$ cat src/rtl/fetch_unit.sv
// fetch_unit: LC2K multicycle fetch stage with PC, imem req/ack, decode valid/ready and sticky halt
module fetch_unit #(
  parameter logic [31:0] RESET_PC    = 32'd0,
  parameter logic [2:0]  HALT_OPCODE = 3'b110
) (
  input  logic        clk,
  input  logic        reset,
  output logic        imem_req,
  output logic [15:0] imem_addr,
  input  logic        imem_ack,
  input  logic [31:0] imem_rdata,
  output logic [31:0] instr,
  output logic        instr_valid,
  input  logic        instr_ready,
  output logic [31:0] pc,
  output logic [31:0] pc_plus_one,
  input  logic [31:0] next_pc,
  input  logic        next_pc_valid,
  output logic        halted,
  output logic [31:0] fetch_count
);
  localparam logic [2:0] IDLE    = 3'd0;
  localparam logic [2:0] FETCH   = 3'd1;
  localparam logic [2:0] HOLD    = 3'd2;
  localparam logic [2:0] WAIT_PC = 3'd3;
  localparam logic [2:0] HALTED  = 3'd4;
  logic [2:0] state, state_nxt;
  logic       got_instr, accept, load_pc;
  always_comb begin
    got_instr = state == FETCH && imem_ack;
    accept    = state == HOLD && instr_ready;
    load_pc   = state == WAIT_PC && next_pc_valid;
    state_nxt = state == IDLE ? FETCH :
                got_instr ? HOLD :
                accept ? (instr[24:22] == HALT_OPCODE ? HALTED : WAIT_PC) :
                load_pc ? FETCH : state;
  end
  always_ff @(posedge clk) begin
    if (reset) begin
      state       <= IDLE;
      pc          <= RESET_PC;
      instr       <= '0;
      fetch_count <= '0;
    end else begin
      state <= state_nxt;
      if (got_instr) instr <= imem_rdata;
      if (accept) fetch_count <= fetch_count + 32'd1;
      if (load_pc) pc <= next_pc;
    end
  end
  assign imem_req    = state == FETCH;
  assign instr_valid = state == HOLD;
  assign halted      = state == HALTED;
  assign imem_addr   = pc[15:0];
  assign pc_plus_one = pc + 32'd1;
endmodule

$ cat config.mk
export PLATFORM = sky130hd
export DESIGN_NAME = fetch_unit
export DESIGN_NICKNAME = d
export VERILOG_FILES = /design/src/rtl/fetch_unit.sv
export SDC_FILE = /design/constraint.sdc
export NUM_CORES = 1
export LEC_CHECK = 0
export ABC_AREA = 1
export CORE_ASPECT_RATIO = 1.1
export CORE_MARGIN = 2
export CORE_UTILIZATION = 43
export CTS_CLUSTER_SIZE = 8
export DETAILED_ROUTE_END_ITERATION = 10
export MAX_ROUTING_LAYER = met4
export PLACE_DENSITY = 0.89
export RECOVER_POWER = 50
export SYNTH_ARGS = -nofsm -noshare
export SYNTH_HDL_FRONTEND = slang
export SYNTH_SLANG_ARGS = --single-unit
$ cat constraint.sdc
create_clock -name clk -period 2.2 [get_ports clk]
set_clock_uncertainty 0.2 [all_clocks]
set_input_delay 0.22 -clock clk [delete_from_list [all_inputs] [get_ports clk]]
set_output_delay 0.22 -clock clk [all_outputs]
set_load 0.02 [all_outputs]
==> metrics.md <==
| Metric | Value |
|---|---|
| Worst R2R Setup Slack | `about 0.10 ns` |
| Mean post-synth cell area | `6.79 um^2` |
| Port Buf Inserts | `215` |
| First-pass GRT wire length | `26600 um` |
| Element type at the critical path start | `register` |
| Crit Reg-Reg Startpoint | `state[0]` |
| Slowest CP cell | `dfxtp_4` |
| Critical path cell sequence | `nand2_4 -> nor2_4 -> buf_6 -> nand4_1 -> nor2_1 -> xor2_1 -> buf_4` |
| Fin crit period | `approximately 2.3 ns` |
| Gr ovfl total | `0` |
| Hold_sp | `instr[24]` |
| Multi-input logic area | `0.00279 mm^2` |
| Syn Nets | `810` |
| Row cnt | `41` |
| Die Y | `approximately 120 um` |
| Power Density | `a little under 500 mW/mm^2` |
| End of the worst register-to-register path | `fetch_count[13]` |
| Period utilization | `105%` |
| Max cap viols | `0` |
| Max H-tree Level | `3` |
| Worst slew pin tran | `0.492 ns` |
| Worst Hold Path EP | `instr[24]` |
| Fmax | `0.433 GHz` |
| Final critical-path setup slack | `-0.110 ns` |
| Synth warn | `0` |
| Setup crit end kind | `output pin` |
| Unrepaired setup endpoints after global routing | `true` |
| Worst r2r path cells | `6` |
| Failing checks | `setup timing` |
| Hold crit path type | `reg -> reg` |
| Crit path DAT | `1.89 ns` |
| RePlAce Congestion | `1.07` |
| Number of global-route vias before repair | `5581` |
| Initial antenna violation count | `0` |
| Final slew viol count | `0` |
| Detailed Place HPWL | `12500 um` |
| Outcome | `finished, violations left` |
| Top Ports | `roughly 220` |
| Total Routing Usage GR | `26.9%` |
| Via count | `5898` |
| Skew-Pair Late Insertion Delay | `0.33 ns` |
| Largest net degree at the start of global routing | `44` |
| Layout fillers | `880` |
| Post-synth cell types | `33` |
| Register area | `0.00202 mm^2` |
| Worst VDD drop | `442 uV` |
| Seq/Total Area, Yosys | `39.5%` |
| DR pass1 iterations | `5` |
| Setup TNS | `-0.268 ns` |
| TritonCTS clock tree | `done` |
| Max clock buf depth | `2` |
| Slowest stage delay, CP | `0.39 ns` |
| Final Hold Violating Endpoints | `0` |
| Vias per cell | `5.05` |
| Total clock sinks | `99` |
| Routed WL per cell | `14.8 um` |
| Drt total wl | `approximately 17000 um` |
| Root buffer cell | `clkbuf_16` |
| Worst EP required | `between 1.5 and 2 ns` |
| Total CTS buffers | `9` |
| Hold-fix buffers, CTS | `0` |
| P&R area growth vs syn | `65.2%` |
| Final #Nets | `1083` |
| Core area | `about 0.011 mm^2` |
| N_diodes | `0` |
| 1st-iter DRT viols | `455` |
| Worst Hold Depth | `2` |
| Final-report setup violation count | `4` |
| Initial Util | `43.9%` |
| DIE AREA | `0.0126 mm^2` |
| DRC | `0` |
| Synth Cell Area | `around 0.0050 mm^2` |
| Crit path buf inv count | `2` |
| Critical path peak fanout | `4` |
| Crit path kind | `reg -> out` |
| P_leak | `3.61 nW` |
| Total chip power | `about 4.0 mW` |
| Routed Antenna Nets | `0` |
| Share of cells above drive strength 1 | `20.6%` |
| Gate Count Post-Synth | `739` |
| Cell family with most CP delay | `simple AND/OR/NAND/NOR gates` |
| Die W | `107 um` |
| Slew margin rel. | `between 60% and 70%` |
| Synthesis-stage register bit count | `between 90 and 100` |
| Clock transition at the registers of the reported paths | `0.07 ns` |
-- layout make-up --
type                            instances  area share, %
Tap cell                              150           2.26
Sequential cell                        99           24.4
Timing Repair Buffer                  302           32.8
Multi-Input combinational cell        527           33.7
Inverter                               73           3.34
Clock buffer                           10           2.76
Clock inverter                          6          0.770
-- power breakdown --
part / total, mW / internal, mW / switching (mW)
Combinational: 0.543 / 0.267 / 0.276
Clock: 1.58 / 0.883 / 0.698
Sequential: 1.88 / 1.84 / 0.0347
Total: 4.00 / 3.00 / 1.01
-- cell usage in the layout (no fill, tap or decap), types with 2 or more instances in the layout --
cell type,synthesis,layout
o21ai_1,2,3
clkdlybuf4s15_2,0,2
nor3_2,2,7
xnor2_1,11,9
clkbuf_1,15,5
nand3_2,2,2
nand2_1,113,98
nand3b_1,3,3
o21ai_0,73,72
nand4_1,14,14
nand2_4,0,4
nand3_1,32,28
a21oi_1,28,28
clkbuf_2,0,2
buf_2,3,6
dfxtp_1,99,79
nor3_1,23,15
clkinvlp_4,0,2
nand2_2,1,12
inv_1,70,68
dfxtp_4,0,5
xnor2_2,0,2
clkbuf_16,0,9
clkinv_2,0,2
dlygate4sd3_1,0,67
o21a_1,2,2
buf_6,1,4
dlygate4sd2_1,0,3
nor2_1,182,171
buf_4,21,96
nor3_4,2,5
dfxtp_2,0,15
clkdlybuf4s50_1,0,117
xor2_1,20,20
nor2_2,6,9
inv_2,1,3
nand3_4,1,5
nor2_4,3,11
-- how the worst max path moves through the flow --
stage	start	endpoint	slack (ns)	cells after the start
after floorplan	pc[1]	pc_plus_one[22]	0.05	7
after global placement	pc[13]	pc_plus_one[18]	-0.21	7
after detailed placement	pc[0]	pc_plus_one[19]	-0.28	7
after CTS	pc[9]	pc_plus_one[18]	-0.03	7
after global routing	pc[11]	pc_plus_one[18]	-0.15	7
final	pc[11]	pc_plus_one[18]	-0.11	7
-- cell usage after synthesis, drive strengths merged --
library cell	number	share of area, %
a21o	1	0.15
a21oi	28	2.8
a31oi	1	0.12
and2	1	0.12
buf	25	3.7
clkbuf	15	1.1
clkinv	2	0.15
dfxtp	99	39
ha	2	0.50
inv	71	5.3
nand2	114	8.6
nand3	35	3.9
nand3b	3	0.45
nand4	14	1.7
nor2	191	15
nor3	27	3.3
nor3b	1	0.15
o211ai	1	0.15
o21a	2	0.30
o21ai	75	7.5
xnor2	11	1.9
xor2	20	3.5
-- routing by layer --
| metal | part of all wire (%) | global-route usage, % | vias up |
|---|---|---|---|
| met3 | 7.4 | 5.45 | 40 |
| li1 | - | - | 2888 |
| met5 | 0 | - | - |
| met1 | 38 | 29.5 | 2688 |
| met4 | 3.7 | 12.4 | 0 |
| met2 | 51 | 46.5 | 282 |
-- state kept, by name, summed over array words and instances, names as in the netlist --
register	count
pc	32
state	3
instr	32
fetch_count	32
-- tightest hold or removal path, delay by kind of cell, from the launching register on --
| family | cells | cell delay (ns) |
|---|---|---|
| buffers and inverters | 1 | 0.06 |
| AO/OA/AOI/OAI | 1 | 0.06 |
| flip-flops | 1 | 0.31 |
-- what timing repair did --
| action | in CTS | in global routing |
|---|---|---|
| resized for setup | 144 | 87 |
| pin swaps | 7 | 21 |
| buffers inserted | 2 | 2 |
| setup endpoints to repair | 30 | 31 |
-- stage by stage --
stage                     cells  setup WS, ns  util (%)  hold WS (ns)  instance area (um^2)
after floorplan             739        0.0510         -         0.184                  5020
after global placement     1147        -0.215      67.7         0.257                  7740
after detailed placement   1147        -0.278      67.7         0.266                  7740
after CTS                  1165       -0.0320      70.6         0.277                  8070
after global routing       1167        -0.149      72.5         0.303                  8290
final                      1167        -0.110      72.5         0.273                  8290
-- kinds of logic (layout without fill, tap and decap cells) --
logic type | count (synthesis) | count (layout) | synth area share [%]
AOI/OAI and AO/OA | 108 | 108 | 11.0
adders and majority gates | 2 | 2 | 0.499
DFF | 99 | 99 | 39.5
buffers and inverters | 113 | 391 | 10.2
xor gates and xnor gates | 31 | 31 | 5.41
and+or+nand+nor | 386 | 386 | 33.4
(Power assumes the default switching activity.)
==> RTL edit 1, RTL diff (config.mk and constraints unchanged) <==
Make the reset (`reset`) asynchronous in one clocked block.
--- a/src/rtl/fetch_unit.sv
+++ b/src/rtl/fetch_unit.sv
@@ -35,7 +35,7 @@
                 accept ? (instr[24:22] == HALT_OPCODE ? HALTED : WAIT_PC) :
                 load_pc ? FETCH : state;
   end
-  always_ff @(posedge clk) begin
+  always_ff @(posedge clk or posedge reset) begin
     if (reset) begin
       state       <= IDLE;
       pc          <= RESET_PC;
Function: differs if reset is asserted again (counterexample within 4 cycles, from zero or initial values and one cycle with reset high); with reset held inactive, the same outputs for 10 cycles.
==> RTL edit 1 against the original RTL <==
The run still ends with negative setup slack left; die area rose by 6.2%; non-clock buffer count is 9 higher; sequential cell count is the same; setup slack got worse by 0.13 ns; cell count grew 1.7%; sequential share of layout area rose by 3.8 points; final area increased by 6.5%; routed wire length rose by 16%; synthesized area increased by 6.4%; critical path depth up 3.
Power is not compared: it rests on default switching activity, and its combinational part moved more than twofold at a synthesized area within 25%.
==> RTL edit 1: results (changes against the original RTL) <==
The half-perimeter wire length of the detailed placement result came out at 13.4 mm (+6.6%). The routed length on met2 came out at 9.76 mm (+11%). In this run the critical register-to-register path is captured at fetch_count[23]. The final wirelength is 19.9 mm (+16%). The largest stage delay on the critical path was 0.45 ns (+0.06 ns). The flow ran to the end, but the final reports show violations. The via-per-instance ratio came out at 5.18 (+2.5%). The global-route wire length before repair is 27.5 mm (+3.4%).

The overall fraction of global-route tracks in use is 27.5% (+0.57 points). The final reports fail on negative setup slack. The worst endpoint data arrival time is 2.02 ns (+0.13 ns).

The critical path starts at pc[4]. The number of global-route vias before repair is 5702 (+2.2%). The via total after detailed routing came out at 6152 (+4.3%).

The ratio of cells with drive above 1 in the final layout is 20.8% (+0.26 points). The worst slack on hold paths came out at 0.213 ns (-0.0601 ns). The path class of the tightest hold or removal check is in -> reg.

The depth of the worst register-to-register path is 8 (+2). The worst-case setup slack after placement is -0.158 ns (+0.120 ns). The clock-pin slew on the worst setup and hold paths is 0.07 ns (about the same). Among all stages on the critical path, the largest delay is contributed by sky130_fd_sc_hd__dfrtp_1. The worst-case headroom to the max-slew limit came to 11.2% (-56 points). The number of unique standard cell types used by synthesis is 26 (-21%). The setup slack after layout is -0.236 ns (-0.127 ns).

The post-synthesis average cell area is 7.26 um^2 (+6.9%). The area after detailed placement is 0.00813 mm^2 (+5.0%). The XOR/XNOR share of the synthesized area is 5.08% (-0.33 points). The startpoint of the lowest-slack register-to-register path is state[0]. The final setup violation count was 18 (+14). The final-layout setup total negative slack is -1.63 ns (-1.36 ns). The power consumption is 3.62 mW. Among all flip-flop cells after synthesis, the most frequent one is sky130_fd_sc_hd__dfrtp_1. The global placer's final weighted congestion is 1.01 (-5.7%). The share of synthesized area occupied by flip-flops and latches is 46.4% (+6.9 points). The violation count after the first detailed-route iteration came out at 540 (+19%).

For hold timing, the worst endpoint is instr[25]. The net total in the final layout is 1100 (+1.6%). The met1 demand-to-capacity share in global routing was 30.9% (+1.4 points).

The global routing usage on met2 was 45.8% (-0.67 points). The number of nets in the synthesized netlist came out at 807 (-0.37%). Counting instances in the post-synthesis netlist gives the leading cell types as sky130_fd_sc_hd__nand2_1 (315), sky130_fd_sc_hd__dfrtp_1 (99), sky130_fd_sc_hd__inv_1 (71). The origin of the worst min-delay path is imem_rdata[25]. The fraction of the mapped netlist area in adder cells came out at 0.468% (-0.030 points). The complex-gate fraction of the synthesized area was 2.72% (-8.3 points). The number of cells on the worst hold path is 3 (+1). The pin count of the biggest net entering global routing was 53 (+20%).

The met3 wirelength from detailed routing came to 1.82 mm (+43%). The share of synthesized flip-flops with an asynchronous set or reset is 100% (+100 points). The register-to-register setup slack is 0.20 ns (+0.10 ns).
-- RTL edit 1: cell types whose count changed after synthesis, sizes merged, moves of 11 or more --
| cell | before | now |
|---|---|---|
| o21ai | 75 | 29 |
| nor2 | 191 | 70 |
| dfxtp | 99 | 0 |
| a21oi | 28 | 0 |
| nor3 | 27 | 16 |
| dfrtp | 0 | 99 |
| nand3 | 35 | 49 |
| nand2 | 114 | 316 |
-- RTL edit 1: what timing repair did --
item                                    in CTS  in global routing
endpoints found under the setup margin      30                 29
pin swaps                                    7                 26
buffers inserted                             8                 12
resized for setup                          124                118
cloned                                       0                  0
-- RTL edit 1: area by class of cell --
class	count	area, um^2	area share (%)
Timing Repair Buffer	311	2810	31.9
Multi-Input combinational cell	531	2730	30.9
Sequential cell	99	2480	28.2
Inverter	77	293	3.32
Clock buffer	12	267	3.02
Tap cell	154	193	2.18
Clock inverter	3	46.3	0.524
==> RTL edit 2, RTL diff (same flow settings) <==
Made on the original files. Put one more register stage on the output `fetch_count`, cleared by the reset. The value now appears one clock later. The other outputs are not delayed to match.
--- a/src/rtl/fetch_unit.sv
+++ b/src/rtl/fetch_unit.sv
@@ -24,6 +24,8 @@
   localparam logic [2:0] HOLD    = 3'd2;
   localparam logic [2:0] WAIT_PC = 3'd3;
   localparam logic [2:0] HALTED  = 3'd4;
+
+  logic [31:0] fetch_count_s0;
   logic [2:0] state, state_nxt;
   logic       got_instr, accept, load_pc;
   always_comb begin
@@ -40,11 +42,11 @@
       state       <= IDLE;
       pc          <= RESET_PC;
       instr       <= '0;
-      fetch_count <= '0;
+      fetch_count_s0 <= '0;
     end else begin
       state <= state_nxt;
       if (got_instr) instr <= imem_rdata;
-      if (accept) fetch_count <= fetch_count + 32'd1;
+      if (accept) fetch_count_s0 <= fetch_count_s0 + 32'd1;
       if (load_pc) pc <= next_pc;
     end
   end
@@ -53,5 +55,13 @@
   assign halted      = state == HALTED;
   assign imem_addr   = pc[15:0];
   assign pc_plus_one = pc + 32'd1;
+  always_ff @(posedge clk) begin
+    if (reset) begin
+      fetch_count <= '0;
+    end else begin
+      fetch_count <= fetch_count_s0;
+    end
+  end
+
 endmodule
 
Formal check against the unedited RTL: not equivalent (a bounded check fails within 4 cycles, from zero or initial values and one cycle with reset high).
==> RTL edit 2 against the original RTL <==
The flow still finishes with violations (negative setup slack); sequential cell count up 32; hold slack got worse by 0.046 ns; final area rose by 16%; synthesized area grew 17%; routed wire length up 28%; total power increased by 44%; first-iteration DRC count rose by 20%; setup slack worse by 0.14 ns; highest routed layer unchanged.
==> RTL edit 2: results (changes against the original RTL) <==
The pin count of the biggest net entering global routing came out at 49 (+11%). The overall fraction of global-route tracks in use is 29.3% (+2.3 points). The worst vdd rail ir drop is 458 uV (+3.7%). The clock latency reported for the late side of the worst-skew pair came to 0.41 ns (+0.08 ns).

The number of buffers created by CTS is 17 (+8). The worst endpoint data arrival time is 2.02 ns (+0.13 ns). The highest net fanout along the worst path is 3 (-1).

The main flop type after synthesis is sky130_fd_sc_hd__dfxtp_1. The share of synthesized flip-flops with an asynchronous set or reset is 0% (unchanged). The count of filler cells inserted in the layout is 870 (-1.1%). The level count of the clock H-tree was 4 (+1).

The number of diodes is 0 (unchanged). The min-delay analysis places its worst path in the category in -> reg. The largest buffer count on any clock path is 2 (unchanged). The switching fraction of total power is 24.4% (-0.80 points). The flow ran to the end, but the final reports show violations. The global-route wire length before repair came out at 32.3 mm (+21%). The number of buffers added on ports is 215 (unchanged).

The half-perimeter wire length of the detailed placement result came to 14.1 mm (+13%). By count the netlist is led by sky130_fd_sc_hd__nor2_1 (205), sky130_fd_sc_hd__dfxtp_1 (131), sky130_fd_sc_hd__nand2_1 (116). The static leakage is 4.17 nW (+15%).

Clock-pin slew was measured on the worst setup and hold paths at 0.06 ns. The worst-case headroom to the max-slew limit came to 37.4% (-30 points). Clock tree synthesis selected as its root buffer the cell sky130_fd_sc_hd__clkbuf_16.

The violation count after the first detailed-route iteration is 544 (+20%). The net total in the final layout is 1176 (+8.6%). The number of global-route vias before repair came out at 6560 (+18%). The ratio of cells with drive above 1 in the final layout is 22.3% (+1.7 points). The share of synthesized area occupied by flip-flops and latches came out at 44.7% (+5.2 points).

The setup slack after layout came out at -0.245 ns (-0.135 ns). The number of unique standard cell types used by synthesis is 29 (-12%). The initial antenna violation count is 0 (unchanged). The number of detailed-routing iterations run before antenna repair was 7 (+2). The final wirelength came to 22.1 mm (+28%). The total of hold buffers inserted after clock tree synthesis is 0 (unchanged). By area the synthesized netlist is led by sky130_fd_sc_hd__dfxtp_1 (45%), sky130_fd_sc_hd__nor2_1 (13%), sky130_fd_sc_hd__nand2_1 (7.4%), sky130_fd_sc_hd__o21ai_0 (5.8%), sky130_fd_sc_hd__inv_1 (5.6%). The number of nets in the synthesized netlist is 901 (+11%). The via total after detailed routing is 6728 (+14%). The area overhead of the layout relative to synthesis is 64.7%. The count of yosys warnings during synthesis came out at 0 (unchanged).

The checks that failed: negative setup slack. The horizontal die dimension came to 115 um (+7.8%). The final setup violation count came out at 23 (+19). The global placer's final weighted congestion is 0.926 (-13%).
[RTL edit 2: stage by stage]
stage / worst slack (ns) / std cells / cell area [um^2] / setup TNS, ns
2_1_floorplan: 0.0564 / 830 / 5860 / 0
3_3_place_gp: -0.277 / 1265 / 8600 / -2.26
3_5_place_dp: -0.287 / 1265 / 8600 / -2.66
4_1_cts: -0.158 / 1300 / 9440 / -0.583
5_1_grt: -0.288 / 1302 / 9660 / -4.20
6_report: -0.245 / 1302 / 9660 / -2.12
[RTL edit 2: cell type report]
cell class                 instances  area, um^2  share of cell area [%]
multi-input combinational        561        3040                    31.5
timing repair buffer             300        2790                    28.9
sequential                       131        2670                    27.7
clock buffer                      20         467                    4.83
inverter                          94         358                    3.71
tap                              184         230                    2.38
clock inverter                    12         106                    1.10
[RTL edit 2: path summary, 6_finish.rpt]
check,cells after the start,endpoint,slack [ns],start
worst min register to register,2,instr[26],0.27,instr[26]
worst max register to register,6,instr[2],0.01,state[0]
worst min-delay path,3,instr[8],0.23,imem_rdata[8]
worst max-delay path,8,pc_plus_one[20],-0.24,pc[1]
[RTL edit 2: timing repair]
item | in CTS | in global routing
setup endpoints to repair | 32 | 29
setup buffers | 3 | 5
pin swaps | 15 | 29
gates resized for setup | 204 | 73
[RTL edit 2: worst max-delay path: stages (launching register included)]
cell and delay [ns]:
sky130_fd_sc_hd__dfxtp_4 0.37, sky130_fd_sc_hd__ha_4 0.15, sky130_fd_sc_hd__nand3_4 0.11, sky130_fd_sc_hd__inv_4 0.14, sky130_fd_sc_hd__nand4_1 0.23, sky130_fd_sc_hd__inv_1 0.17
sky130_fd_sc_hd__nand2_1 0.09, sky130_fd_sc_hd__xor2_1 0.17, sky130_fd_sc_hd__buf_4 0.17
[RTL edit 2: logic make-up (layout without fill, tap and decap cells)]
group                    after synthesis  count (layout)  share of synthesized area [%]
adder cells (fa/ha/maj)                2               2                          0.427
buffers and inverters                138             426                           10.3
AO/OA/AOI/OAI                        109             109                           9.35
XOR/XNOR                              28              28                           4.18
AND/OR/NAND/NOR                      422             422                           31.0
flip-flops                           131             131                           44.7
[RTL edit 2: routing by layer]
| layer | vias to the layer above | track usage [%] | part of all wire (%) |
|---|---|---|---|
| li1 | 3159 | - | - |
| met1 | 3094 | 29.8 | 35 |
| met2 | 371 | 50.3 | 51 |
| met3 | 104 | 8.50 | 8.8 |
| met4 | 0 | 15.6 | 6.0 |
| met5 | - | - | 0 |
[RTL edit 2: power by group through the flow]
stage | Sequential, mW | Clock, mW | Combinational, mW
after floorplan | 2.59 | 0 | 0.194
after global routing | 2.47 | 2.84 | 0.628
after CTS | 2.47 | 2.73 | 0.585
after detailed placement | 2.52 | 0 | 0.578
final | 2.46 | 2.70 | 0.587
after global placement | 2.51 | 0 | 0.570
